`src/rtl/data_mem_arbiter.sv`:
```
// Arbitrates the core (requester 0) and the loader (requester 1) onto one data memory port.
// The core has priority; the loader is forced through after MAX_WAIT refusals. Responses follow one cycle later.
module data_mem_arbiter #(
    parameter int unsigned     DATA_WIDTH    = 32,
    parameter longint unsigned START_ADDRESS = 32'h10000,
    parameter longint unsigned END_ADDRESS   = 32'h1FFFF,
    parameter int unsigned     MAX_WAIT      = 4,
    localparam int unsigned    WCW           = (MAX_WAIT < 1) ? 1 : $clog2(MAX_WAIT + 1)
) (
    input  logic                  clk_i,
    input  logic                  rst_ni,

    input  logic                  req0_valid_i,
    output logic                  req0_ready_o,
    input  logic                  req0_we_i,
    input  logic                  req0_byte_i,
    input  logic [DATA_WIDTH-1:0] req0_addr_i,
    input  logic [DATA_WIDTH-1:0] req0_wd_i,
    output logic                  rsp0_valid_o,
    output logic [DATA_WIDTH-1:0] rsp0_rd_o,
    output logic                  rsp0_err_o,

    input  logic                  req1_valid_i,
    output logic                  req1_ready_o,
    input  logic                  req1_we_i,
    input  logic                  req1_byte_i,
    input  logic [DATA_WIDTH-1:0] req1_addr_i,
    input  logic [DATA_WIDTH-1:0] req1_wd_i,
    output logic                  rsp1_valid_o,
    output logic [DATA_WIDTH-1:0] rsp1_rd_o,
    output logic                  rsp1_err_o,

    output logic                  mem_we_o,
    output logic                  mem_byte_op_o,
    output logic [DATA_WIDTH-1:0] mem_addr_o,
    output logic [DATA_WIDTH-1:0] mem_wd_o,
    input  logic [DATA_WIDTH-1:0] mem_rd_i,

    output logic [WCW-1:0]        dbg_wait_cnt_o
);

    localparam logic [DATA_WIDTH-1:0] L_START    = DATA_WIDTH'(START_ADDRESS);
    localparam logic [DATA_WIDTH-1:0] L_END      = DATA_WIDTH'(END_ADDRESS);
    localparam logic [DATA_WIDTH-1:0] L_WORD_END = DATA_WIDTH'(END_ADDRESS - 3);
    localparam logic [WCW-1:0]        L_MAX_WAIT = WCW'(MAX_WAIT);

    // Handshake: a transfer happens on a rising edge where valid and ready are both 1;
    // ready is combinational, never asserted without valid, and at most one ready is high.
    logic                  w_force1;
    logic                  w_gnt0;
    logic                  w_gnt1;
    logic                  w_any;
    logic                  w_sel_we;
    logic                  w_sel_byte;
    logic [DATA_WIDTH-1:0] w_sel_addr;
    logic [DATA_WIDTH-1:0] w_sel_wd;
    logic                  w_in_range;
    logic                  w_legal;
    logic                  w_load_ok;

    logic [WCW-1:0]        r_wait_cnt;
    logic                  r_rsp0_valid;
    logic                  r_rsp0_err;
    logic [DATA_WIDTH-1:0] r_rsp0_rd;
    logic                  r_rsp1_valid;
    logic                  r_rsp1_err;
    logic [DATA_WIDTH-1:0] r_rsp1_rd;

    assign w_force1 = (r_wait_cnt == L_MAX_WAIT);
    assign w_gnt1   = rst_ni & req1_valid_i & (~req0_valid_i | w_force1);
    assign w_gnt0   = rst_ni & req0_valid_i & ~w_gnt1;
    assign w_any    = w_gnt0 | w_gnt1;

    always_comb begin
        w_sel_we   = 1'b0;
        w_sel_byte = 1'b0;
        w_sel_addr = '0;
        w_sel_wd   = '0;
        if (w_gnt0) begin
            w_sel_we   = req0_we_i;
            w_sel_byte = req0_byte_i;
            w_sel_addr = req0_addr_i;
            w_sel_wd   = req0_wd_i;
        end else if (w_gnt1) begin
            w_sel_we   = req1_we_i;
            w_sel_byte = req1_byte_i;
            w_sel_addr = req1_addr_i;
            w_sel_wd   = req1_wd_i;
        end
    end

    // Word accesses must be aligned and keep all four bytes inside the window.
    assign w_in_range = (w_sel_addr >= L_START) &&
                        (w_sel_byte ? (w_sel_addr <= L_END) : (w_sel_addr <= L_WORD_END));
    assign w_legal    = w_in_range && (w_sel_byte || (w_sel_addr[1:0] == 2'b00));
    assign w_load_ok  = ~w_sel_we & w_legal;

    assign req0_ready_o  = w_gnt0;
    assign req1_ready_o  = w_gnt1;
    assign mem_we_o      = w_any & w_sel_we & w_legal;
    assign mem_byte_op_o = w_sel_byte;
    assign mem_addr_o    = w_sel_addr;
    assign mem_wd_o      = w_sel_wd;

    always_ff @(posedge clk_i or negedge rst_ni) begin
        if (!rst_ni) begin
            r_wait_cnt <= '0;
        end else if (w_gnt1) begin
            r_wait_cnt <= '0;
        end else if (req1_valid_i && !w_force1) begin
            r_wait_cnt <= r_wait_cnt + 1'b1;
        end
    end

    always_ff @(posedge clk_i or negedge rst_ni) begin
        if (!rst_ni) begin
            r_rsp0_valid <= 1'b0;
            r_rsp0_err   <= 1'b0;
            r_rsp0_rd    <= '0;
            r_rsp1_valid <= 1'b0;
            r_rsp1_err   <= 1'b0;
            r_rsp1_rd    <= '0;
        end else begin
            r_rsp0_valid <= w_gnt0;
            r_rsp0_err   <= w_gnt0 & ~w_legal;
            r_rsp0_rd    <= (w_gnt0 & w_load_ok) ? mem_rd_i : '0;
            r_rsp1_valid <= w_gnt1;
            r_rsp1_err   <= w_gnt1 & ~w_legal;
            r_rsp1_rd    <= (w_gnt1 & w_load_ok) ? mem_rd_i : '0;
        end
    end

    assign rsp0_valid_o   = r_rsp0_valid;
    assign rsp0_err_o     = r_rsp0_err;
    assign rsp0_rd_o      = r_rsp0_rd;
    assign rsp1_valid_o   = r_rsp1_valid;
    assign rsp1_err_o     = r_rsp1_err;
    assign rsp1_rd_o      = r_rsp1_rd;
    assign dbg_wait_cnt_o = r_wait_cnt;

endmodule

```
`config.mk`:
```
export PLATFORM = sky130hd
export DESIGN_NAME = data_mem_arbiter
export DESIGN_NICKNAME = d
export VERILOG_FILES = /design/src/rtl/data_mem_arbiter.sv
export SDC_FILE = /design/constraint.sdc
export NUM_CORES = 1
export LEC_CHECK = 0
export ABC_AREA = 1
export ABC_CLOCK_PERIOD_IN_PS = 2100
export BUFFER_PORTS_ARGS = -buffer_cell sky130_fd_sc_hd__buf_2
export CORE_AREA = 4 4 116 118
export CTS_CLUSTER_SIZE = 16
export DETAILED_ROUTE_END_ITERATION = 6
export DIE_AREA = 0 0 120 122
export HOLD_SLACK_MARGIN = 0.02
export PLACE_DENSITY = 0.63
export SLEW_MARGIN = 20
export SYNTH_ARGS = -nofsm -noshare
export SYNTH_HDL_FRONTEND = slang
export SYNTH_SLANG_ARGS = --single-unit
export TNS_END_PERCENT = 1
```
`constraint.sdc`:
```
create_clock -name clk_i -period 2.1 [get_ports clk_i]
set_input_delay 0.42 -clock clk_i [delete_from_list [all_inputs] [get_ports clk_i]]
set_output_delay 0.42 -clock clk_i [all_outputs]
set_load 0.005 [all_outputs]
```
==> flow_summary.ini, run 1 <==
[route]
ant_nets = 0
drcViolationCount = 0
dr.first_iter.drc_count = 224
route.met3.wl_um = 1272
via_per_inst = 4.364
drt-wirelength-per-cell_um = 17.10
wl_met2_um = 7907
vias = 3853
drtPass1Iterations = 4
routed_wl_um = 15100
wl_met1_um = 5655
dr.max_layer_used = met5

[global_routing]
grt_pass1_wl_um = 21450
antenna_found_initial = 6
grt_pass1_vias = 4047
track_usage_pct = 19.38
grt_overflow = 0
grt_max_degree = 72

[clocking]
clkLatencyLatePin_ns = 0.33
clk_path_buf_depth = 2
cts_tree = yes
root_buffer = clkbuf_16
htreeDepth = 3
cts_buffers = 9
cts.sinks = 71
path_clk_slew_ns = 0.06

[logic_synthesis]
synth_nets = 519
ys_warn_count = 0
syn_inst = 349
synth_area_per_cell_sq_um = 9.440
syn_area_sq_um = 3294
yosys_register_bits = 71
yosys.cell_types.count = 28
yosysSeqAreaShare_pct = 53.93

[finish]
layout_commonest_cell = buf_2
final_cell_mix = 303 x buf_2, 71 x dfrtp_1, 63 x nor2_1
syn2layout_area_growth_pct = 77.06
layout.cells.non_filler = 883
fillCellCount = 1233
fin_nets = 874
drive_gt1_share_pct = 59.89

[sta]
max_slew_margin_pct = 41.73
final.period_utilization_pct = 122.6
slew_violations = 0
fin_worst_skew_ns = 0.01100
fmax_ghz = 0.3885
layout_min_cycle_time_ns = 2.574
worst_slack_ns = -0.4740
worst_pin_slew_ns = 0.8741
rsz0062_at_grt = true
whs_ns = 0.3228
hold_viol = 0
finalSetupViolCount = 131

[power]
peakVddDrop_mv = 0.3018
p_per_area_nw_per_um2 = 644.6
power.leakage_nw = 3.687

[placement]
portBuffers = 306
dp_hpwl_um = 12350
place.gp.congestion = 1.027
dp_cells = 849

[critical_path]
crit_buf_inv = 3
reg2reg_slack_ns = -0.22
critPathTopFamily = simple AND/OR/NAND/NOR gates
max_stage_delay_ns = 0.40
crit_fanout = 6
critPathCaptureType = output port
arrival_ns = 2.15
worstSetupPathType = register to output port
cp_data_required_time_ns = 1.68
cpMostUsedCell = nand2_4
worstRegToRegCells = 16
start_kind = register
slowest_stage = dfrtp_1
path_cells = inv_2 -> ha_4 -> nand2_4 -> nand2_4 -> nand2_8 -> buf_12 -> nand3_1 -> nand2_2 -> nor2_2 -> nand4_2 -> nor3_2 -> buf_2
cp_num_cells = 12

[floorplan]
initial_core_util_pct = 26.43
die_w_um = 120
core_area_sq_um = 12470
boundaryPins = 307
rows = 41
dieHeight_um = 122
dieArea_sq_um = 14640

[min_path]
min_path_type = input pin to register
hold_depth = 3

[outcome]
status = finished with violations
failed_checks = negative setup slack

[run]
maxCapViolCount = 0
[worst paths after layout]
kind	startpoint	to
setup / recovery	dbg_wait_cnt_o[1]$_DFFE_PN0P_	mem_we_o
hold / removal	mem_rd_i[28]	rsp1_rd_o[28]$_DFF_PN0_
setup reg to reg	dbg_wait_cnt_o[1]$_DFFE_PN0P_	rsp1_rd_o[27]$_DFF_PN0_
hold reg to reg	dbg_wait_cnt_o[1]$_DFFE_PN0P_	dbg_wait_cnt_o[1]$_DFFE_PN0P_
max in group asynchronous	rst_ni	rsp1_rd_o[16]$_DFF_PN0_
min in group asynchronous	rst_ni	rsp0_valid_o$_DFF_PN0_
[state kept, by name, summed over array words and instances (netlist names)]
| register | count |
|---|---|
| dbg_wait_cnt_o | 3 |
| rsp1_valid_o | 1 |
| rsp0_rd_o | 32 |
| rsp0_err_o | 1 |
| rsp1_rd_o | 32 |
| rsp0_valid_o | 1 |
| rsp1_err_o | 1 |
[worst min-delay path, cell delays in order]
cell and delay [ns]:
buf_2 0.10, inv_1 0.06, nor2_1 0.04
[stage by stage]
| step | cell area [sq um] | setup slack [ns] | TNS [ns] | total power (W) | util [%] |
|---|---|---|---|---|---|
| CTS | 5725 | -0.5254 | -35.10 | 0.003730 | 45.93 |
| global route | 5833 | -0.5809 | -49.64 | 0.003957 | 46.79 |
| floorplan | 3309 | 0.0001044 | 0 | 0.001798 | - |
| detailed placement | 5311 | -0.3207 | -21.39 | 0.002327 | 42.61 |
| finish | 5833 | -0.4740 | -32.76 | 0.003760 | 46.79 |
| global placement | 5311 | -0.3314 | -17.82 | 0.002319 | 42.61 |
[what timing repair did]
action / 4_1_cts / 5_1_grt
buffers inserted: 14 / 1
hold endpoints to repair: 0 / 0
gates resized for setup: 15 / 20
endpoints found under the setup margin: 134 / 134
pin swaps: 18 / 11
cloned: 0 / 1
hold buffers: 0 / 0
[Yosys cell counts]
cell      number  share of area (%)
a22oi_2        1               0.38
nand3b_1       2               0.46
nor3_1         1               0.15
nand3_4        2                1.1
nand4_2        1               0.38
nand2_4        1               0.34
nor2_2         2               0.38
clkbuf_1       1               0.11
dfrtp_1       71                 54
nand2_1       42                4.8
buf_6          8                2.7
o21ai_1        2               0.30
nor2_1        71                8.1
a21oi_2        1               0.27
nor2_4         1               0.34
nand3_1       16                2.4
o21ai_2        1               0.27
ha_1           2               0.76
buf_2          7                1.1
a22o_1        46                 12
o21ai_0        3               0.46
a21oi_1        1               0.15
inv_1         48                5.5
inv_2          2               0.23
nand4_1        1               0.19
nand2_2        5               0.95
nand3_2        5                1.5
buf_1          5               0.57
[area by class of cell]
class	count	area, sq um	area share (%)
flip-flops and latches	71	1777	30.46
repair buffers	365	2111	36.19
well taps	172	215.2	3.689
multi-input cells	207	1279	21.92
diodes	3	7.507	0.1287
inverters	50	187.7	3.218
clock inverters	4	23.77	0.4076
clock buffers	11	232.7	3.990
[power by group]
part	internal (W)	leakage (nW)	switching, W
Clock	0.000787	0.129	0.000517
Combinational	0.000543	2.57	0.000484
Sequential	0.00140	0.985	0.0000257
Total	0.00273	3.69	0.00103
[logic make-up after synthesis]
| kind of cell | count (synthesis) | share of synthesized area (%) |
|---|---|---|
| simple gates | 150 | 21.08 |
| flops | 71 | 53.93 |
| fa+ha+maj | 2 | 0.7595 |
| compound gates | 55 | 14.05 |
| buf+inv | 71 | 10.18 |
[routing by layer]
metal / GRT usage [%] / up-vias
li1: - / 1833
met1: 22.31 / 1797
met2: 33.65 / 196
met3: 6.732 / 21
met4: 6.586 / 6
met5: 0 / -
Power figures use the tool's default switching activity.
==> run 2: changes to the inputs <==
- PLACE_DENSITY: 0.63 -> unset
==> flow_summary.ini, run 2 (same netlist as run 1, synthesis figures left out) <==
[power]
seqPwrFrac_pct = 35.0
power_frac_comb_pct = 26.4
sw_frac_of_total_pct = 26.05
power.leakage_nw = 3.736
p_int_w = 0.003017
switching_power_w = 0.001063
p_per_area_nw_per_um2 = 689.3
clkPwrFrac_pct = 38.6
peakVddDrop_mv = 0.2992
power_w = 0.004080

[route]
drcViolationCount = 0
ant_nets = 0
dr.first_iter.drc_count = 175
vias = 3840
routed_wl_um = 14070
drtPass1Iterations = 4
drt-wirelength-per-cell_um = 15.79
via_per_inst = 4.310

[critical_path]
r2r_start = dbg_wait_cnt_o[1]$_DFFE_PN0P_
critPathCaptureType = output port
crit_fanout = 8
worstSetupEndpoint = mem_we_o
worstRegToRegCells = 18
reg2reg_to = rsp1_rd_o[18]$_DFF_PN0_
startpoint = dbg_wait_cnt_o[1]$_DFFE_PN0P_
worstSetupPathType = register to output port
arrival_ns = 2.16
cp_data_required_time_ns = 1.68
reg2reg_slack_ns = -0.16
start_kind = register

[floorplan]
rows = 41
die_w_um = 120
initial_core_util_pct = 26.43
dieArea_sq_um = 14640
dieHeight_um = 122
boundaryPins = 307
core_area_sq_um = 12470

[sta]
whs_ns = 0.08590
hold_viol = 0
rsz0062_at_grt = true
layout_min_cycle_time_ns = 2.576
tns_ns = -26.06
max_slew_margin_pct = 49.30
slew_violations = 0
finalSetupViolCount = 131
worst_pin_slew_ns = 0.7605
final.period_utilization_pct = 122.6
worst_slack_ns = -0.4756
fmax_ghz = 0.3883
fin_worst_skew_ns = 0.005280

[placement]
portBuffers = 306
dp_hpwl_um = 11620
place.gp.congestion = 0.9633

[finish]
syn2layout_area_growth_pct = 79.68
drive_gt1_share_pct = 60.81
layout_commonest_cell = buf_2
fin_nets = 882
final_cell_mix = 305 x buf_2, 71 x dfrtp_1, 61 x nor2_1

[clocking]
cts_hold_buf = 0
cts.sinks = 71
clkLatencyLatePin_ns = 0.33
path_clk_slew_ns = 0.05
clk_path_buf_depth = 2
cts_buffers = 9
htreeDepth = 3
cts_tree = yes
root_buffer = clkbuf_16

[global_routing]
grt_most_used_layer = met2
track_usage_pct = 18.37
grt_pass1_wl_um = 20630
grt_util_met2_pct = 32.77
globalRouteMet1Util_pct = 20.69
grt_overflow = 0
grt_max_degree = 65
grt_pass1_vias = 3859
antenna_found_initial = 2
use_met3_pct = 4.968

[run]
maxCapViolCount = 0

[outcome]
failed_checks = negative setup slack
status = finished with violations

[min_path]
min_path_type = input pin to async pin
[run 2: timing repair]
item | in CTS | in global routing
resized for setup | 28 | 16
setup endpoints to repair | 133 | 134
hold endpoints to repair | 0 | 0
buffers inserted | 7 | 3
pin swaps | 23 | 14
[run 2: power by group through the flow]
stage | combinational, W | sequential (W) | clock, W
6_report | 0.00108 | 0.00143 | 0.00157
3_3_place_gp | 0.000921 | 0.00144 | 0
4_1_cts | 0.00103 | 0.00143 | 0.00162
5_1_grt | 0.00118 | 0.00143 | 0.00169
3_5_place_dp | 0.000931 | 0.00145 | 0
2_1_floorplan | 0.000342 | 0.00146 | 0
[run 2: worst min-delay path by stage]
stage	start	endpoint	slack, ns	cells after the start
6_report	rst_ni	dbg_wait_cnt_o[0]$_DFFE_PN0P_	0.09	2
5_1_grt	rst_ni	dbg_wait_cnt_o[0]$_DFFE_PN0P_	0.10	2
4_1_cts	rst_ni	dbg_wait_cnt_o[1]$_DFFE_PN0P_	0.09	2
3_5_place_dp	rst_ni	dbg_wait_cnt_o[0]$_DFFE_PN0P_	0.45	2
3_3_place_gp	rst_ni	dbg_wait_cnt_o[1]$_DFFE_PN0P_	0.44	2
2_1_floorplan	rst_ni	dbg_wait_cnt_o[0]$_DFFE_PN0P_	0.12	0
[run 2: cell type report]
type	count	area, sq um
Antenna cell	2	5.005
Tap cell	172	215.2
Multi-Input combinational cell	207	1287
Timing Repair Buffer	373	2135
Inverter	50	187.7
Clock buffer	10	229.0
Clock inverter	6	83.83
Sequential cell	71	1777
Fill cell	1210	6546
[run 2: layer usage]
metal / part of all wire, % / up-vias
li1: - / 1855
met1: 36 / 1787
met2: 54 / 176
met3: 7.2 / 22
met4: 2.5 / 0
met5: 0 / -
[run 2: critical path: stages, from the launching register on]
cell and delay [ns]:
dfrtp_1 0.39, inv_2 0.09, ha_4 0.14, nand2_4 0.05
buf_4 0.14, a21oi_4 0.23, buf_6 0.17, buf_4 0.13
a22oi_2 0.09, nor3_2 0.24, buf_2 0.16
[run 2: metrics by stage]
stage	worst slack, ns	instance area [sq um]	std cells	utilization (%)
CTS	-0.5350	5837	886	46.82
finish	-0.4756	5919	891	47.49
floorplan	0.0001044	3309	349	-
detailed placement	-0.2744	5379	863	43.15
global placement	-0.2216	5379	863	43.15
global route	-0.5668	5919	891	47.49
==> run 3: changes to the inputs <==
- GPL_TIMING_DRIVEN: unset -> 0
==> flow_summary.ini, run 3 (same netlist as run 1, synthesis figures left out) <==
[outcome]
status = finished with violations
failed_checks = negative setup slack

[clocking]
htreeDepth = 3
cts_buffers = 9
path_clk_slew_ns = 0.05
clk_path_buf_depth = 2
root_buffer = clkbuf_16
cts.sinks = 71
clkLatencyLatePin_ns = 0.33
cts_tree = yes

[floorplan]
rows = 41
core_area_sq_um = 12470
die_w_um = 120
dieArea_sq_um = 14640
boundaryPins = 307
dieHeight_um = 122
initial_core_util_pct = 26.43

[critical_path]
crit_fanout = 8
arrival_ns = 2.06
critPathCaptureType = output port
start_kind = register
worstSetupPathType = register to output port
startpoint = dbg_wait_cnt_o[0]$_DFFE_PN0P_
r2r_start = dbg_wait_cnt_o[0]$_DFFE_PN0P_
cp_data_required_time_ns = 1.68

[sta]
max_slew_margin_pct = 68.18
fmax_ghz = 0.4039
slew_violations = 0
hold_viol = 0
worst_slack_ns = -0.3757
finalSetupViolCount = 115
layout_min_cycle_time_ns = 2.476
worst_pin_slew_ns = 0.4773
final.period_utilization_pct = 117.9
tns_ns = -19.81
whs_ns = 0.1027
fin_worst_skew_ns = 0.006532
rsz0062_at_grt = true

[finish]
fin_nets = 854
layout_commonest_cell = buf_2
final_cell_mix = 305 x buf_2, 71 x dfrtp_1, 67 x nor2_1
finalInstanceArea_sq_um = 5734
syn2layout_area_growth_pct = 74.06
multi_input_area_sq_um = 1276
fillCellCount = 1248
seqCellArea_sq_um = 1777
fin_util_pct = 46.00
drive_gt1_share_pct = 58.43

[global_routing]
grt_overflow = 0
antenna_found_initial = 4
track_usage_pct = 18.47
grt_pass1_vias = 3919
grt_max_degree = 29
grt_pass1_wl_um = 20610

[run]
maxCapViolCount = 0

[route]
vias = 3820
dr.max_layer_used = met4
ant_nets = 0
wl_met1_um = 5050
drtPass1Iterations = 4
dr.first_iter.drc_count = 138
routed_wl_um = 14230
via_per_inst = 4.421
wl_met2_um = 7458
drt-wirelength-per-cell_um = 16.47
drcViolationCount = 0
route.met3.wl_um = 1242

[placement]
portBuffers = 306
place.gp.congestion = 0.9235
pre_cts_ws_ns = -0.8994
dp_hpwl_um = 11590
place_area_sq_um = 5079

[power]
power.leakage_nw = 3.610
p_per_area_nw_per_um2 = 658.0
peakVddDrop_mv = 0.3150

[min_path]
min_path_type = input pin to async pin
[run 3: cell types whose count changed in the layout (fill, tap and decap cells not counted), moves of 3 or more]
cell	before	now
buf_4	56	19
buf_6	6	13
nor2_1	61	67
nor2_2	12	6
buf_12	6	3
o21ai_1	3	0
[run 3: layer usage]
metal | GRT usage (%) | up-vias
li1 | - | 1798
met1 | 20.19 | 1792
met2 | 31.93 | 197
met3 | 6.500 | 33
met4 | 9.091 | 0
met5 | 0 | -
[run 3: final cells by class]
cell class                 instances  share of cell area (%)
sequential                        71                   30.98
tap                              172                   3.753
clock buffer                      12                   4.473
antenna                            4                  0.1746
multi-input combinational        207                   22.26
inverter                          50                   3.317
clock inverter                     3                  0.3273
timing repair buffer             324                   30.79
buffer                            21                   3.928
[run 3: critical path: stages (launching register included)]
cell     delay [ns]
dfrtp_1        0.39
inv_2          0.09
ha_4           0.14
nand2_4        0.06
nand2_4        0.09
nand2_8        0.08
buf_8          0.15
nand3_2        0.06
nand2_2        0.06
nor2_2         0.12
nand4_2        0.14
nor3_2         0.18
buf_2          0.16
[run 3: power breakdown]
group          internal (W)  leakage, nW  switching [W]  total [W]
registers           0.00140        0.985      0.0000281    0.00143
clock network      0.000854        0.138       0.000520    0.00137
logic              0.000500         2.49       0.000467   0.000966
total               0.00276         3.61        0.00102    0.00377
[run 3: worst paths after layout]
kind / endpoint / slack, ns / cells past startpoint
setup / recovery: mem_we_o / -0.38 / 12
hold / removal: rsp0_rd_o[5]$_DFF_PN0_ / 0.10 / 3
setup reg to reg: rsp0_rd_o[17]$_DFF_PN0_ / -0.16 / 15
hold reg to reg: dbg_wait_cnt_o[2]$_DFFE_PN0P_ / 0.63 / 2
max in group asynchronous: rsp1_err_o$_DFF_PN0_ / 1.50 / 3
min in group clk_i: rsp0_rd_o[15]$_DFF_PN0_ / 0.32 / 3
[run 3: timing repair]
action / CTS / global route
pin swaps: 13 / 11
gates cloned: 1 / 0
gates resized for setup: 45 / 9
hold buffers: 3 / 0
setup buffers: 12 / 1
endpoints found under the hold margin: 28 / 0
setup endpoints to repair: 134 / 130
[run 3: through the flow]
| stage | cells | power, W |
|---|---|---|
| 3_5_place_dp | 828 | 0.002218 |
| 5_1_grt | 864 | 0.003982 |
| 3_3_place_gp | 827 | 0.002205 |
| 6_report | 864 | 0.003773 |
| 4_1_cts | 859 | 0.003812 |
| 2_1_floorplan | 349 | 0.001798 |
